`src/rtl/w_writeback_pkg.sv`:
```
// w_writeback_pkg: write-back select/load encodings and the W-stage register bundle.
package w_writeback_pkg;
  localparam logic [1:0] WD_ALU = 2'd0, WD_DM = 2'd1, WD_PC8 = 2'd2;
  localparam logic [2:0] LD_W = 3'd0, LD_H = 3'd1, LD_HU = 3'd2, LD_B = 3'd3, LD_BU = 3'd4;
  typedef struct packed {
    logic        rfwr;
    logic [4:0]  a3;
    logic [31:0] pc;
    logic [31:0] alu;
    logic [31:0] dmrd;
    logic [1:0]  wdsel;
    logic [2:0]  ldtype;
  } w_regs_t;
endpackage

```
`src/rtl/w_load_ext.sv`:
```
// w_load_ext: extracts and sign/zero extends load data from an aligned DM word.
module w_load_ext
  import w_writeback_pkg::*;
(
  input  logic [31:0] word_i,
  input  logic [1:0]  addr_i,
  input  logic [2:0]  ldtype_i,
  output logic [31:0] data_o,
  output logic        ok_o
);
  logic [7:0]  b;
  logic [15:0] h;
  always_comb begin
    b = word_i[{addr_i, 3'b000} +: 8];
    h = addr_i[1] ? word_i[31:16] : word_i[15:0];
    ok_o = ldtype_i <= LD_BU;
    data_o = ldtype_i == LD_W  ? word_i :
             ldtype_i == LD_H  ? {{16{h[15]}}, h} :
             ldtype_i == LD_HU ? {16'b0, h} :
             ldtype_i == LD_B  ? {{24{b[7]}}, b} :
             ldtype_i == LD_BU ? {24'b0, b} : 32'b0;
  end
endmodule

```
`src/rtl/w_writeback.sv`:
```
// w_writeback: W-stage pipeline register, write-back mux and retired-instruction counter.
module w_writeback
  import w_writeback_pkg::*;
#(
  parameter logic [31:0] RESET_PC = 32'h0000_3000,
  parameter int          CNT_W    = 32
) (
  input  logic             clk,
  input  logic             reset,
  input  logic             en,
  input  logic             flush,
  input  logic [31:0]      M_PC,
  input  logic             M_RFWr,
  input  logic [4:0]       M_A3,
  input  logic [31:0]      M_ALUOut,
  input  logic [31:0]      M_DMRd,
  input  logic [1:0]       M_WDSel,
  input  logic [2:0]       M_LdType,
  output logic             W_RFWr,
  output logic [4:0]       W_A3,
  output logic [31:0]      W_WD,
  output logic [31:0]      W_PC,
  output logic [CNT_W-1:0] W_retired
);
  localparam w_regs_t BUBBLE = '{rfwr: 1'b0, a3: 5'd0, pc: RESET_PC, alu: 32'd0,
                                 dmrd: 32'd0, wdsel: 2'd0, ldtype: 3'd0};
  w_regs_t          w_q, w_d;
  logic [CNT_W-1:0] ret_q, ret_d;
  logic [31:0]      ld_data;
  logic             ld_ok, wd_ok;
  always_comb begin
    w_d = !en ? w_q : flush ? BUBBLE :
          w_regs_t'{rfwr: M_RFWr, a3: M_A3, pc: M_PC, alu: M_ALUOut,
                    dmrd: M_DMRd, wdsel: M_WDSel, ldtype: M_LdType};
    ret_d = ret_q + CNT_W'(en && !flush && M_PC != 32'd0);
  end
  always_ff @(posedge clk) begin
    if (!reset) begin
      w_q   <= BUBBLE;
      ret_q <= '0;
    end else begin
      w_q   <= w_d;
      ret_q <= ret_d;
    end
  end
  w_load_ext u_ld (
    .word_i  (w_q.dmrd),
    .addr_i  (w_q.alu[1:0]),
    .ldtype_i(w_q.ldtype),
    .data_o  (ld_data),
    .ok_o    (ld_ok)
  );
  // Illegal select or load encodings suppress both the data and the write.
  always_comb begin
    wd_ok = w_q.wdsel == WD_ALU || w_q.wdsel == WD_PC8 || (w_q.wdsel == WD_DM && ld_ok);
    W_WD = !wd_ok ? 32'd0 : w_q.wdsel == WD_ALU ? w_q.alu :
           w_q.wdsel == WD_PC8 ? w_q.pc + 32'd8 : ld_data;
    W_RFWr = w_q.rfwr && w_q.a3 != 5'd0 && wd_ok;
    W_A3 = w_q.rfwr ? w_q.a3 : 5'd0;
    W_PC = w_q.pc;
    W_retired = ret_q;
  end
endmodule

```
`config.mk`:
```
export PLATFORM = sky130hd
export DESIGN_NAME = w_writeback
export DESIGN_NICKNAME = d
export VERILOG_FILES = /design/src/rtl/w_writeback_pkg.sv /design/src/rtl/w_load_ext.sv /design/src/rtl/w_writeback.sv
export SDC_FILE = /design/constraint.sdc
export NUM_CORES = 1
export LEC_CHECK = 0
export ABC_AREA = 1
export CAP_MARGIN = 0
export CORE_MARGIN = 2
export CORE_UTILIZATION = 55
export CTS_BUF_LIST = sky130_fd_sc_hd__clkbuf_4 sky130_fd_sc_hd__clkbuf_8
export DETAILED_ROUTE_END_ITERATION = 8
export PLACE_DENSITY = 0.89
export SLEW_MARGIN = 20
export SYNTH_ARGS = -nofsm -noshare
export SYNTH_HDL_FRONTEND = slang
export SYNTH_HIERARCHICAL = 1
export SYNTH_SLANG_ARGS = --single-unit
```
`constraint.sdc`:
```
create_clock -name clk -period 3.32 [get_ports clk]
set_input_delay 0.498 -clock clk [delete_from_list [all_inputs] [get_ports clk]]
set_output_delay 0.498 -clock clk [all_outputs]
set_load 0.02 [all_outputs]
```
# Yosys cells after proc, flatten, opt, wreduce, memory -nomap -nowiden
# Cells that the tools add are included.
[word_totals]
out_inout_bits = 102
register_bits = 139
in_bits = 111
[op_classes]
reduce_logical = 12
n_shift = 1
magnitude_cmp = 1
n_eq_ne = 6
n_mux = 11
addsub = 2
[op_table]
columns = ["cell", "count"]
rows = [
  ["$mux W32", 7],
  ["$mux W107", 1],
  ["$add A32 B1 Y32", 1],
  ["$add A32 B4 Y32 const B", 1],
  ["$reduce_bool A32 Y1", 1],
  ["$shiftx A32 B6 Y8", 1],
  ["$mux W16", 1],
  ["$mux W8", 1],
  ["$eq A3 B2 Y1 const B", 2],
  ["$logic_and A1 B1 Y1", 5],
  ["$mux W5", 1],
  ["$reduce_bool A5 Y1", 1],
  ["$eq A3 B1 Y1 const B", 1],
  ["$eq A3 B3 Y1 const B", 1],
  ["$le A3 B3 Y1 const B", 1],
  ["$logic_not A3 Y1", 1],
  ["$eq A2 B1 Y1 const B", 1],
  ["$eq A2 B2 Y1 const B", 1],
  ["$logic_not A2 Y1", 1],
  ["$logic_or A1 B1 Y1", 2],
  ["$logic_not A1 Y1", 1],
]

# Depth between registers and ports, before layout
# Gate-level depths: netlist (run 1).
[depth]
ltp_word = 9
mapped_depth = 15

# Cells and area by module
# Netlist (run 1), hierarchy kept.
[modules_own_cells]
columns = ["mod", "cells_per_inst", "area_per_inst_um2", "instances", "seq_area_each_um2"]
rows = [
  ["w_writeback", 1091, 7384.6, 1, 2782.7],
  ["w_load_ext", 190, 854.6, 1, 0.0],
]

# Least setup slack after synthesis (run 1)
# Ideal clock, no wire load.
[synth_path]
path_kind = "input to register"
from = "in en"
to = "reg ret_q[24], in the netlist W_retired[24]"
t_required_ns = 3.205
slack_ns = 1.134
setup_ns = 0.115
arrival_time_ns = 2.071
path_stages = 14
path_cell_list = "clkbuf_1 nand2_1 nor2_1 ha_1 ha_1 nand2_2 inv_2 nand2_2 nor2_4 nand3_2 nor2_4 nand3_1 nand2_1 nor2_1"
[synth_between]
elab_chain_len = 3
[synth_lines]
columns = ["item", "line_no", "source"]
rows = [
  ["from (decl)", "w_writeback.sv:10", "input logic en,"],
  ["$logic_and A1 B1 Y1 (2 in series)", "w_writeback.sv:35", "ret_d = ret_q + CNT_W'(en && !flush && M_PC != 32'd0);"],
  ["$add A32 B1 Y32", "w_writeback.sv:35", ""],
  ["to (signal assigned)", "w_writeback.sv:43", "ret_q <= ret_d;"],
  ["to (decl)", "w_writeback.sv:28", "logic [CNT_W-1:0] ret_q, ret_d;"],
]
# Every way passes these cells.
# A chain may end at the register's enable or synchronous reset.

# Final worst setup path (run 1)
[layout_path]
from = "reg w_q[0] in the netlist's numbering"
to = "out W_WD[7]"
[layout_between]
elab_chain_len = 9
word_cells_on_any_way = 16
classes_between = "order compare: 1; eq/ne: 4; mux: 8; reduce/logical: 3"
[layout_lines]
columns = ["item", "line_no", "source"]
rows = [
  ["from (decl)", "w_writeback.sv:27", "w_regs_t w_q, w_d;"],
  ["from (signal assigned)", "w_writeback.sv:42", "w_q <= w_d;"],
  ["$eq A3 B3 Y1", "w_load_ext.sv:21", "ldtype_i == LD_BU ? {24'b0, b} : 32'b0;"],
  ["$mux W8", "w_load_ext.sv:21", ""],
  ["$mux W32", "w_load_ext.sv:20", "ldtype_i == LD_B ? {{24{b[7]}}, b} :"],
  ["$mux W32", "w_load_ext.sv:19", "ldtype_i == LD_HU ? {16'b0, h} :"],
  ["$mux W32", "w_load_ext.sv:18", "ldtype_i == LD_H ? {{16{h[15]}}, h} :"],
  ["$mux W32 (*)", "w_load_ext.sv:17", "data_o = ldtype_i == LD_W ? word_i :"],
  ["named net ld_data[7]", "w_writeback.sv:29", "logic [31:0] ld_data;"],
  ["$mux W32 (*)", "w_writeback.sv:57", "w_q.wdsel == WD_PC8 ? w_q.pc + 32'd8 : ld_data;"],
  ["$mux W32 (*) (2 in series)", "w_writeback.sv:56", "W_WD = !wd_ok ? 32'd0 : w_q.wdsel == WD_ALU ? w_q.alu :"],
  ["to (decl)", "w_writeback.sv:21", "output logic [31:0] W_WD,"],
]
# The timed path passes the listed nets; every way through them passes the cells marked *.

==> impl_summary.log, run 1 <==
INFO  metric worst_slew_pin_slew = about 0.95 ns
INFO  metric routed_via_density = 5.763
INFO  metric grt_overflow_total = 0
INFO  metric cts_post_setup_buffers_inserted = 0
INFO  metric post-synth-top-area-fraction = 33.77%
INFO  metric power.share.combinational = between 10% and 20%
INFO  metric synth_seq_area_share = between 30% and 40%
INFO  metric grt_start_max_net_pins = 91
INFO  metric detailroute.via_count = 9,370
INFO  metric place.detailed.hpwl = 20,850 um
INFO  metric cts_buffer_depth = 2
INFO  metric cellPowerDensity = 372.0 nW/um^2
INFO  metric met3WireLength = about 2800 um
INFO  metric first_pass_grt_wire_length = 43,840 um
INFO  metric syn-num-nets = 1,395
INFO  metric critical_path_arrival = 2.75 ns
INFO  metric wl_met2 = 12,990 um
INFO  metric wire_per_inst = 17.30 um
INFO  metric critical_path_peak_fanout = 33
INFO  metric synthCells = 1,281
INFO  metric postSynthRegisterBits = around 140
INFO  metric number_of_buffers_added_by_the_clock_tree_synthesis_step = 17
INFO  metric critical_path_class = reg -> out
INFO  metric status = completed
INFO  metric std_cell_rows = 44
INFO  metric area_delta_synth_final = 29.29%
INFO  metric finalSetupViolCount = 0
INFO  metric wl = 28,130 um
INFO  metric period_minus_slack = 3.245 ns
INFO  metric synth_enable_flop_cells = 0
INFO  metric place.port_buffers = 212
INFO  metric synth-xor-area-share = 1.488%
INFO  metric post-route-period-util = 97.75%
INFO  metric synthMostInstantiatedCell = nand2_1
INFO  metric worst_ir_drop_vdd = between 300 and 400 uV
INFO  metric yosys_warnings = 6
INFO  metric synth.largest_area_cell = dfxtp_1
INFO  metric final.setup.tns = 0 ns
INFO  metric fin_ws = 0.07461 ns
INFO  metric async_reset_ff_share = 0%
INFO  metric synth.top_cells.by_count = nand2_1 (352), nand3_1 (167), a21oi_1 (155)
INFO  metric cts_tree = yes
INFO  metric timing.hold.worst.class = reg -> reg
INFO  metric post_synth_and_or_nand_nor_area_fraction = between 30% and 40%
INFO  metric syn_area_per_cell = between 6 and 7 um^2
INFO  metric dr.pass1.iters = 8
INFO  metric internal_power = 2.851 mW
INFO  metric netlist-cell-type-count = 40
INFO  metric drt_iter0_drc = 1,074
INFO  metric cap_violations = 0
INFO  metric die_area = approximately 16,000 um^2
INFO  metric cts.hold.buffers_added = 0
INFO  metric dominant_combinational_cell_family_by_area_after_synthesis = simple AND/OR/NAND/NOR gates
INFO  metric clk-insertion-delay-late = 0.47 ns
INFO  metric netSwitchingFraction = 28.05%
INFO  metric netlist_area_pre_place = 8239 um^2
INFO  metric slew-limit-headroom = ~37%
INFO  metric number_of_global_route_vias_before_repair = 8,643
INFO  metric globalplace.congestion = 1.013
INFO  metric synth_top_cells_by_area = dfxtp_1 (34%), nand2_1 (16%), nand3_1 (10%)
INFO  metric global_route.usage.total = 34.25%
INFO  metric design.portCount = between 200 and 250
INFO  metric core_occupancy_in_the_finished_layout = 73.02%
INFO  metric fmaxAchievable = approximately 0.31 GHz
INFO  metric detail-route-antenna-nets = 0
INFO  metric route.detailed.drc = 0
INFO  metric sequentialPowerShare = roughly 45%
INFO  metric clkTransAtPathRegs = 0.08 ns
INFO  metric die_width = 126.4 um
INFO  metric pre_cts_ws = 0.3486 ns
INFO  metric yosys-mux-area-fraction = 0%
INFO  metric total_power = 3.962 mW
INFO  metric cts.htree.levels = 4
INFO  metric layout-drive-gt1-share = ~8%
INFO  metric ctsRootBufferMaster = clkbuf_8
INFO  metric route.top_layer_used = met4
INFO  metric die_span_y = roughly 130 um
INFO  metric dominantRegCellSynth = dfxtp_1
INFO  metric synth_compound_gate_area_share = 14.55%
INFO  metric detail_route.wirelength.met1 = 11,350 um
INFO  metric synthAdderAreaFrac = 0.4556%
INFO  metric drv_slew = 0
INFO  metric power.static_leakage = slightly above 4 nW
INFO  metric critical_path_required = 2.82 ns
INFO  metric critPathCaptureType = primary output
INFO  metric design.core.area = 14,590 um^2
INFO  metric initial_utilization = 56.48%
INFO  metric antenna_found_initial = 1
INFO  metric clock_sinks = 139
INFO  metric net-switching-power = 1.111 mW
INFO  metric start_kind = flop
INFO  metric hold_viol_final = 0
INFO  metric pwr-share-clk = about two fifths
INFO  metric rsz0062_at_grt = no
INFO  metric fin_nets = 1,542
INFO  metric fin_skew = 0.01104 ns
[cells in the final DEF (no fill, tap or decap), drive strengths merged]
cell type / n
dlymetal6s2s: 12
a211oi: 2
o221ai: 20
a21oi: 156
clkbuf: 23
bufinv: 3
clkinvlp: 2
o21ai: 35
ha: 3
nor3b: 1
nand3: 171
dlygate4sd2: 1
dfxtp: 139
or2: 3
buf: 17
nor3: 14
clkdlybuf4s50: 198
nor2: 108
a22oi: 1
nand3b: 6
inv: 111
clkinv: 5
o22ai: 3
nand4: 16
o21a: 1
diode: 1
nor4: 8
nand2: 366
xor2: 9
a31oi: 1
a311oi: 1
xnor2: 5
[through the flow]
| stage | std cells | area, um^2 | hold slack (ns) |
|---|---|---|---|
| finish | 1626 | 10650 | 0.4707 |
| global route | 1626 | 10650 | 0.4709 |
| CTS | 1625 | 10580 | 0.4524 |
| detailed placement | 1593 | 10150 | 0.4568 |
| global placement | 1593 | 10150 | 0.4493 |
| floorplan | 1281 | 8239 | 0.4422 |
[area by class of cell]
type / instances / area (um^2)
multi-input cells: 930 / 4497
flip-flops and latches: 139 / 2788
inverters: 112 / 432.9
fillers: 1251 / 3936
repair buffers: 228 / 2268
clock inverters: 9 / 136.4
well taps: 184 / 230.2
clock buffers: 23 / 297.8
diodes: 1 / 2.502
[power by group through the flow]
stage          Sequential [mW]  Combinational, mW  Clock, mW
6_report                  1.78              0.670       1.51
5_1_grt                   1.78              0.717       1.59
4_1_cts                   1.78              0.659       1.52
3_5_place_dp              1.81              0.655          0
3_3_place_gp              1.81              0.648          0
2_1_floorplan             1.79              0.363          0
[critical path: stages (launching register included)]
cell and delay, ns:
dfxtp_2 0.35, nor2_2 0.20, nand2_2 0.15, inv_6 0.22, nand2_1 0.10, nand4_1 0.12, o21ai_0 0.09, a211oi_1 0.37
clkdlybuf4s50_1 0.68
[routing by layer]
metal | global-route usage [%] | vias to the layer above
met5 | 0 | -
met4 | 14.29 | 0
met3 | 8.604 | 79
met2 | 55.43 | 544
met1 | 43.63 | 4267
li1 | - | 4480
[what timing repair did]
item / CTS / global route
resized for setup: 3 / 22
setup endpoints to repair: 16 / 24
gates cloned: 0 / 0
pin swaps: 0 / 1
[worst paths after layout]
kind         slack, ns         start             to  depth (start not counted)
max               0.07        w_q[0]        W_WD[7]                          8
min               0.47       w_q[39]        w_q[39]                          2
min reg2reg       0.47       w_q[39]        w_q[39]                          2
max reg2reg       1.49  W_retired[0]  W_retired[28]                          9
[flip-flops by register name, indices dropped and copies added, names as in the netlist]
register   cells
w_q           75
W_retired     32
W_PC          32
[cells by family after synthesis]
kind of cell / after synthesis
buffers and inverters: 212
DFF: 139
xor gates and xnor gates: 14
adders and majority gates: 3
and+or+nand+nor: 693
AOI/OAI and AO/OA: 220
Note: power is estimated with default switching activity, not from simulation.
==> run 2: changes to the inputs <==
Settings changed: PLACE_DENSITY 0.89 to default, PLACE_DENSITY_LB_ADDON from default to 0.08.
==> run 2 against run 1 <==
Power decreased by 2.6%. Core utilization increased by 0.077 points. Combinational power increased by 0.6%. Flip-flop and latch count unchanged. Clock power decreased by 7%. Sequential share of layout area about the same. Hold slack got worse by 0.033 ns. Final cell count increased by 0.18%. Via count decreased by 1.5%. First-iteration DRC count increased by 5.9%.
==> impl_summary.log, run 2 (synthesis gave the netlist of run 1 again) <==
INFO  metric status = completed
INFO  metric critical_path_peak_fanout = 24
INFO  metric placement.cell_area = 10,170 um^2
INFO  metric drt_iter0_drc = roughly 1.1k
INFO  metric critical_path_arrival = 2.75 ns
INFO  metric critPathCaptureType = primary output
INFO  metric number_of_buffers_added_by_the_clock_tree_synthesis_step = 17
INFO  metric cts.htree.levels = 4
INFO  metric place.detailed.hpwl = 20,510 um
INFO  metric timing.reg2reg.worst_path_depth = 10
INFO  metric global_route.usage.total = 34.17%
INFO  metric wire_per_inst = around 17 um
INFO  metric clk-insertion-delay-late = 0.46 ns
INFO  metric die_area = 15,980 um^2
INFO  metric grt_start_max_net_pins = 111
INFO  metric clock_sinks = 139
INFO  metric design.core.area = 14,590 um^2
INFO  metric initial_utilization = 56.48%
INFO  metric number_of_global_route_vias_before_repair = around 8.5k
INFO  metric top_register_by_number_of_flip_flops = w_q
INFO  metric crit-reg2reg-capture = W_retired[20]
INFO  metric hold_path_depth = 4
INFO  metric detailroute.via_count = 9,231
INFO  metric placed_cells = ~1.6k
INFO  metric netSwitchingFraction = 29.71%
INFO  metric n_antenna_cell = 0
INFO  metric cellPowerDensity = around 360 nW/um^2
INFO  metric hold_viol_final = 0
INFO  metric grt_overflow_total = 0
INFO  metric worst_hold_slack = 0.4374 ns
INFO  metric power.share.combinational = 17.5%
INFO  metric critPathSlowestCell = clkdlybuf4s50_1
INFO  metric storage_cell_area = 2789 um^2
INFO  metric globalplace.congestion = 0.9649
INFO  metric route.detailed.drc = 0
INFO  metric crit_path_max_incr_delay = about 0.61 ns
INFO  metric design.portCount = about 210
INFO  metric critical_path_required = 2.82 ns
INFO  metric commonest_non_fill_non_tap_cell_in_the_layout = nand2_1
INFO  metric first_pass_grt_wire_length = 43,540 um
INFO  metric detail-route-antenna-nets = 0
INFO  metric clkTransAtPathRegs = ~0.08 ns
INFO  metric ctsRootBufferMaster = clkbuf_8
INFO  metric finalSetupViolCount = 0
INFO  metric rrSetupSlack = 1.55 ns
INFO  metric post-route-period-util = 97.87%
INFO  metric slew-limit-headroom = 31.92%
INFO  metric antenna_found_initial = 0
INFO  metric fin_nets = roughly 1.5k
INFO  metric fillerInstances = 1,275
INFO  metric finished_cell_area = 10,660 um^2
INFO  metric cts.hold.buffers_added = 0
INFO  metric pre_cts_ws = 0.3409 ns
INFO  metric place.port_buffers = 212
INFO  metric cts_buffer_depth = 2
INFO  metric routed_via_density = 5.667
INFO  metric period_minus_slack = approximately 3.2 ns
INFO  metric wl = 27,640 um
INFO  metric drv_slew = 0
INFO  metric crit_path_cell_trace = inv_4, nand2_1, nand2_2, nand2_1, nand2_2, nand2_4, a21oi_2, o221ai_1, a21oi_1, clkdlybuf4s50_1
INFO  metric cap_violations = 0
INFO  metric critical_path_class = reg -> out
INFO  metric multiInputGateArea = 4501 um^2
INFO  metric cts_tree = yes
INFO  metric fin_ws = 0.07075 ns
INFO  metric worst_ir_drop_vdd = 307.8 uV
INFO  metric die_width = 126.4 um
INFO  metric layout-drive-gt1-share = 8.512%
INFO  metric fmaxAchievable = 0.3078 GHz
INFO  metric r2r-start = W_retired[0]
INFO  metric internal_power = 2.712 mW
INFO  metric total_power = 3.859 mW
INFO  metric sequentialPowerShare = 46.1%
INFO  metric start_kind = flop
INFO  metric dr.pass1.iters = 6
INFO  metric finalNonFillerCells = 1,629
INFO  metric net-switching-power = 1.147 mW
INFO  metric power.static_leakage = 4.061 nW
INFO  metric fin_skew = 0.01389 ns
INFO  metric most-common-layout-cells = nand2_1 (352), clkdlybuf4s50_1 (200), nand3_1 (167)
INFO  metric pwr-share-clk = 36.4%
INFO  metric largest_register_ff_count = 75
INFO  metric timing.hold.worst.class = in -> reg
INFO  metric worst_slew_pin_slew = 1.021 ns
INFO  metric area_delta_synth_final = 29.43%
INFO  metric holdCritStartpoint = en
INFO  metric std_cell_rows = 44
INFO  metric die_span_y = 126.4 um
INFO  metric whs_endpoint = W_PC[13]
-- run 2: worst max-delay path: cells and delay by family (launching register included) --
kind | cells | cell delay [ns]
compound gates | 3 | 0.62
simple gates | 5 | 0.49
flops | 1 | 0.39
buf+inv | 2 | 0.77
-- run 2: worst max path at each step --
stage | slack [ns] | cells after the start | start | end
3_5_place_dp | 0.34 | 9 | w_q[38] | W_WD[13]
5_1_grt | -0.02 | 11 | w_q[0] | W_WD[15]
2_1_floorplan | 1.13 | 14 | en | W_retired[24]
3_3_place_gp | 0.30 | 9 | w_q[38] | W_WD[13]
4_1_cts | 0.0009 | 11 | w_q[0] | W_WD[15]
6_report | 0.07 | 10 | w_q[38] | W_WD[12]
-- run 2: layout make-up --
cell class                 count  share of cell area [%]
multi-input combinational    930                   42.20
tap                          184                   2.159
clock inverter                13                   1.326
timing repair buffer         233                   21.80
inverter                     112                   4.036
clock buffer                  18                   2.323
sequential                   139                   26.15
-- run 2: what timing repair did --
item                       CTS  global route
setup endpoints to repair    6            29
buffers inserted             0             4
gates resized for setup      2            24
pin swaps                    0             1
-- run 2: per-layer routing --
layer  up-vias  global-route usage, %  wire, um  share of wire [%]
met5         -                      0        55               0.20
met4         2                  12.35       948                3.4
met3        90                  8.730      2457                8.9
met2       446                  54.51     12630                 46
met1      4192                  44.86     11550                 42
li1       4501                      -         -                  -
-- run 2: per-stage QoR --
stage	TNS (ns)	util [%]
5_1_grt	-0.02130	73.10
3_5_place_dp	0	69.68
2_1_floorplan	0	-
3_3_place_gp	0	69.68
6_report	0	73.10
4_1_cts	0	72.38
-- run 2: power by group through the flow --
stage	Sequential, mW	Combinational, mW	Clock, mW
6_report	1.78	0.674	1.41
5_1_grt	1.78	0.723	1.48
4_1_cts	1.78	0.663	1.41
3_5_place_dp	1.82	0.659	0
3_3_place_gp	1.81	0.651	0
2_1_floorplan	1.79	0.363	0
==> RTL change 1: new RTL, flow settings as in run 1 <==
Change the parameter `RESET_PC` from 32'h0000_3000 to 32'h00001800.
--- a/src/rtl/w_writeback.sv
+++ b/src/rtl/w_writeback.sv
@@ -4,3 +4,3 @@
 #(
-  parameter logic [31:0] RESET_PC = 32'h0000_3000,
+  parameter logic [31:0] RESET_PC = 32'h00001800,
   parameter int          CNT_W    = 32
Formal check against the unedited RTL: not equivalent (a bounded check fails within 4 cycles, from zero or initial values and one cycle with reset low).
==> RTL change 1 against run 1 <==
  * Critical path depth is 1 higher
  * Routed wire length increased by 0.39%
  * Maximum frequency rose by 1.1%
  * Setup slack gained 35 ps
  * Synthesized area fell by 0.23%
  * Total power is 3.0% higher
  * Cell area increased by 0.56%
  * Sequential cell count is the same
  * Global-route usage grew 0.70 points
  * Clock skew up 1.5 ps
  * Sequential power about the same
  * Clock power up 8%
  * Largest cell class unchanged
==> RTL change 1: results (changes against run 1) <==
The startpoint identified for the worst hold timing path is en. The reported clock group power was 1.63 mW (+8%). The footprint of the multi-input gates was 4470 sq um (-0.50%); the via density per instance was 5.74 (-0.41%).

The number of global-route vias before repair is 8570 (-0.84%). Iteration-0 DRC count of the detailed router: 1041 (-3.1%). The number of distinct library cells after synthesis was 39 (-2.5%).

The sequential-to-total area share from yosys stat is 33.9% (+0.077 points), and the max-slew headroom at the worst pin is 45.5% (+8.6 points). The detailed-route wire length is 28.2 mm (+0.39%), and the net count of the mapped netlist is 1397 (+0.14%). The worst hold path terminates at W_PC[11].

The area growth from synthesis to layout is 30.3%. The pin count of the biggest net entering global routing is 111 (+22%). The insertion delay to the later sink of the worst-skew pair was 450 ps (-20 ps); the post-cts gate resize count was 1 (-2). The final hold slack was 422 ps (-49.1 ps). The flop-to-flop setup slack came out at 1510 ps (+20 ps). The number of sequential cells came out at 139 (unchanged). The data-path buffer share of cell area in the final layout was 21.6% (+0.30 points); the share of total power in sequential cells was 43.6% (-1.3 points). Peak ir drop on the vdd network: 0.000469 V (+43%). The tools report the number of filler instances in the final layout as 1260 (+0.72%). The capture instance of the worst register-to-register path is W_retired[20]. The clock network area share was 4.32% (+0.25 points). The run finished with clean final reports.

The path type of the worst min-delay path is in -> reg. The largest stage delay on the critical path is 660 ps (-20 ps). For the global-route usage over all layers, the log shows 35.0% (+0.70 points). The number of non-clock inverters in the layout works out to 114 (+1.8%). The worst setup skew after layout is 12.5 ps (+1.46 ps), and the standby leakage power is 4.11 nW (+1.1%).

The switching power as a share of total power works out to 27.9% (-0.17 points). By area the synthesized netlist is led by dfxtp_1, nand2_1, nand3_1, a21oi_1, inv_1. The number of diodes added for antenna fixing came out at 0 (-1). The logs give 19 (-17%) for the count of clock-net buffers in the final layout and 259 ps (-89.7 ps) for the pre-CTS setup slack. The proportion of cell area occupied by registers was 26.0% (-0.15 points); the global-route wire length before repair was 44.6 mm (+1.9%).

The share of the core filled with cells in the final layout is 73.4% (+0.41 points). The tools report the placement-stage cell area as 10200 sq um (about the same).
[RTL change 1: per-layer routing]
metal  GRT usage, %  vias up  share of wire, %
li1               -     4485                 -
met1           45.6     4290                41
met2           56.5      486                47
met3           7.99       76               8.9
met4           13.4        0               3.5
met5              0        -                 0
[RTL change 1: cell families (layout without fill, tap and decap cells)]
logic type | Yosys count | count (layout) | synth area share, %
AND/OR/NAND/NOR | 692 | 692 | 37.4
adder cells (fa/ha/maj) | 3 | 3 | 0.457
XOR/XNOR | 14 | 14 | 1.49
buffers and inverters | 214 | 374 | 12.1
AO/OA/AOI/OAI | 221 | 221 | 14.6
flip-flops | 139 | 139 | 33.9
[RTL change 1: how the worst max path moves through the flow]
stage,from,to,slack (ps),depth (start not counted)
detailed placement,M_PC[3],W_retired[20],260,15
CTS,w_q[0],W_WD[5],30,11
floorplan,en,W_retired[24],1130,14
global route,W_PC[12],W_WD[30],10,9
finish,W_PC[10],W_WD[30],110,9
global placement,M_PC[3],W_retired[20],280,15
==> RTL change 2: new RTL, settings of run 1 <==
Made on the original files. Add an input register stage for `M_PC`, with the module's reset; this delays it by one clock. The other inputs are not delayed to match.
--- a/src/rtl/w_writeback.sv
+++ b/src/rtl/w_writeback.sv
@@ -26,2 +26,13 @@
                                  dmrd: 32'd0, wdsel: 2'd0, ldtype: 3'd0};
+
+  logic [31:0] M_PC_q;
+
+  always_ff @(posedge clk) begin
+    if (!reset) begin
+      M_PC_q <= '0;
+    end else begin
+      M_PC_q <= M_PC;
+    end
+  end
+
   w_regs_t          w_q, w_d;
@@ -32,5 +43,5 @@
     w_d = !en ? w_q : flush ? BUBBLE :
-          w_regs_t'{rfwr: M_RFWr, a3: M_A3, pc: M_PC, alu: M_ALUOut,
+          w_regs_t'{rfwr: M_RFWr, a3: M_A3, pc: M_PC_q, alu: M_ALUOut,
                     dmrd: M_DMRd, wdsel: M_WDSel, ldtype: M_LdType};
-    ret_d = ret_q + CNT_W'(en && !flush && M_PC != 32'd0);
+    ret_d = ret_q + CNT_W'(en && !flush && M_PC_q != 32'd0);
   end
Check against the original RTL: not equivalent (a bounded check fails within 4 cycles, from zero or initial values and one cycle with reset low).
==> RTL change 2 against run 1 <==
  * Maximum frequency grew 0.23%
  * Setup slack gained 7.5 ps
  * Combinational power grew 1%
  * Total power grew 14%
  * Cell area grew 12%
  * Sequential share of layout area grew 2.6 points
  * Synthesized area grew 14%
  * Sequential cell count grew 32
  * Non-clock buffer count grew 7
  * Global-route usage grew 0.48 points
  * Routed wire length grew 13%
  * Critical path type unchanged
  * Critical endpoint is now W_WD[22]
  * Largest power group unchanged
==> RTL change 2: results (changes against run 1) <==
The sequential-to-total area share from yosys stat is 36.5% (+2.7 points). The most common flop cell mapped by yosys is dfxtp_1. The placement-stage cell area was 11400 sq um (+12%); the global-route wire length before repair was 49.4 mm (+13%). The logs give 1073 (-0.093%) for the iteration-0 DRC count of the detailed router and 341 ps (-7.68 ps) for the pre-CTS setup slack. The insertion delay to the later sink of the worst-skew pair is 500 ps (+30 ps), and the number of flip-flops in the largest register is 75 (unchanged).

For the worst setup skew after layout, the log shows 14.7 ps (+3.68 ps). The fraction of synthesized cell area taken by the top area cell type was 36.5% (+2.7 points); the critical path data arrival time was 2740 ps (about the same). Fraction of final layout cells sized beyond drive strength 1: 7.81% (-0.24 points). The run gives 4.88 nW (+20%) as the standby leakage power. The commonest cells after synthesis are nand2_1, dfxtp_1, a21oi_1. The tools report the number of global-route vias before repair as 9369 (+8.4%). The cell with the biggest individual delay on the critical path was clkdlybuf4s50_1. The start of the worst register-to-register path was M_PC_q[3]. Register clock-pin slew on the reported worst setup and hold paths: 100 ps (+20 ps). The detailed-route wire length is 31.9 mm (+13%), and the number of diodes added for antenna fixing is 0 (-1). The logs give 17 (unchanged) for the number of CTS-inserted buffers and 22.9 mm (+10%) for the placed wire-length estimate after detailed placement. The tools report the net switching power as 1.46 mW (+31%). For the H-tree level count, the log shows 4 (unchanged).

The max-slew headroom at the worst pin was 56.5% (+20 points). The run gives 39 (-2.5%) as the number of distinct library cells after synthesis. By area the synthesized netlist is led by dfxtp_1, nand2_1, a21oi_1, nand3_1, inv_1.

Tracing the worst setup path back leads to its startpoint at w_q[38]. The tools report the global-route usage over all layers as 34.7% (+0.48 points). The startpoint identified for the worst hold timing path is w_q[47].

The logs give 1556 (+12%) for the net count of the mapped netlist and 1820 (+12%) for the number of non-filler instances in the completed layout. The net count of the finished layout is 1701 (+10%), and the number of antenna violations at the first check in global routing is 1 (unchanged). The largest stage delay on the critical path is 630 ps (-50 ps), and the critical-path maximum fanout is 17 (-48%). The run gives 6 (-2) as the number of detailed-routing iterations run before antenna repair. The synthesis warning total is 6 (unchanged), and the count of vias placed by the detailed router is 10361 (+11%).

The weighted congestion at the end of routability-driven global placement was 1.04 (+2.3%); the peak ir drop on the vdd network was 0.000288 V (-12%). The path type of the worst min-delay path is reg -> reg. The post-synthesis area per instance was 6.51 sq um (+1.2%). The pin count of the biggest net entering global routing came out at 127 (+40%).

The run finished with clean final reports. The leftover overflow at the end of global routing was 0 (unchanged).
## RTL change 2: cell types whose count changed after synthesis, sizes merged, moves of 2 or more
cell,run 1,this run
nor2,108,95
or2,3,0
nand2,366,486
xnor2,5,2
a211oi,2,0
o21ai,35,42
dfxtp,139,171
nand3,171,153
buf,61,72
nand4,16,26
inv,111,131
## RTL change 2: cells by family after synthesis
kind of cell               share of synthesized area (%)
adders and majority gates                          0.400
xor gates and xnor gates                           0.933
AOI/OAI and AO/OA                                   13.0
and+or+nand+nor                                     37.6
buffers and inverters                               11.7
DFF                                                 36.5
## RTL change 2: what timing repair did
item                                    4_1_cts  5_1_grt
hold buffers                                  0        0
pin swaps                                     0        1
cloned                                        0        1
endpoints found under the setup margin       25       28
gates resized for setup                       5       24
buffers inserted                              0        1
## RTL change 2: area by class of cell
class                   count  area (sq um)
clock inverters            15           219
repair buffers            235          2370
clock buffers              17           234
flip-flops and latches    171          3430
fillers                  1466          4710
inverters                 132           505
multi-input cells        1029          4890
well taps                 220           275
repair inverters            1          7.51
## RTL change 2: final timing paths
kind                   endpoint  slack (ps)  depth (start not counted)
setup / recovery       W_WD[22]          80                          8
hold / removal          w_q[47]         470                          2
setup reg to reg  W_retired[20]        1040                         14
hold reg to reg         w_q[47]         470                          2
## RTL change 2: worst register-to-register path, cell delays in order (launching register included)
cell     delay [ps]
dfxtp_1         330
nor4_1          440
nand4_1         150
nor2_1          120
nor2_1           60
ha_1            210
ha_1            200
nand2_1         100
inv_2            50
nand2_2         100
nor2_4           70
nand3_2         130
nor2_4           60
xnor2_1         120
nor2_1           50
## RTL change 2: metal layers
layer | vias up | track usage [%] | wire length [um]
met4 | 2 | 14.7 | 1250
met3 | 90 | 7.21 | 3330
met5 | - | 0 | 11
li1 | 4945 | - | -
met2 | 597 | 55.0 | 14500
met1 | 4727 | 46.1 | 12800
## RTL change 2: power groups by stage
stage | Combinational (mW) | Clock (mW) | Sequential (mW)
floorplan | 0.365 | 0 | 2.21
global placement | 0.657 | 0 | 2.23
detailed placement | 0.666 | 0 | 2.23
CTS | 0.671 | 1.65 | 2.19
global route | 0.731 | 1.75 | 2.20
finish | 0.679 | 1.64 | 2.19
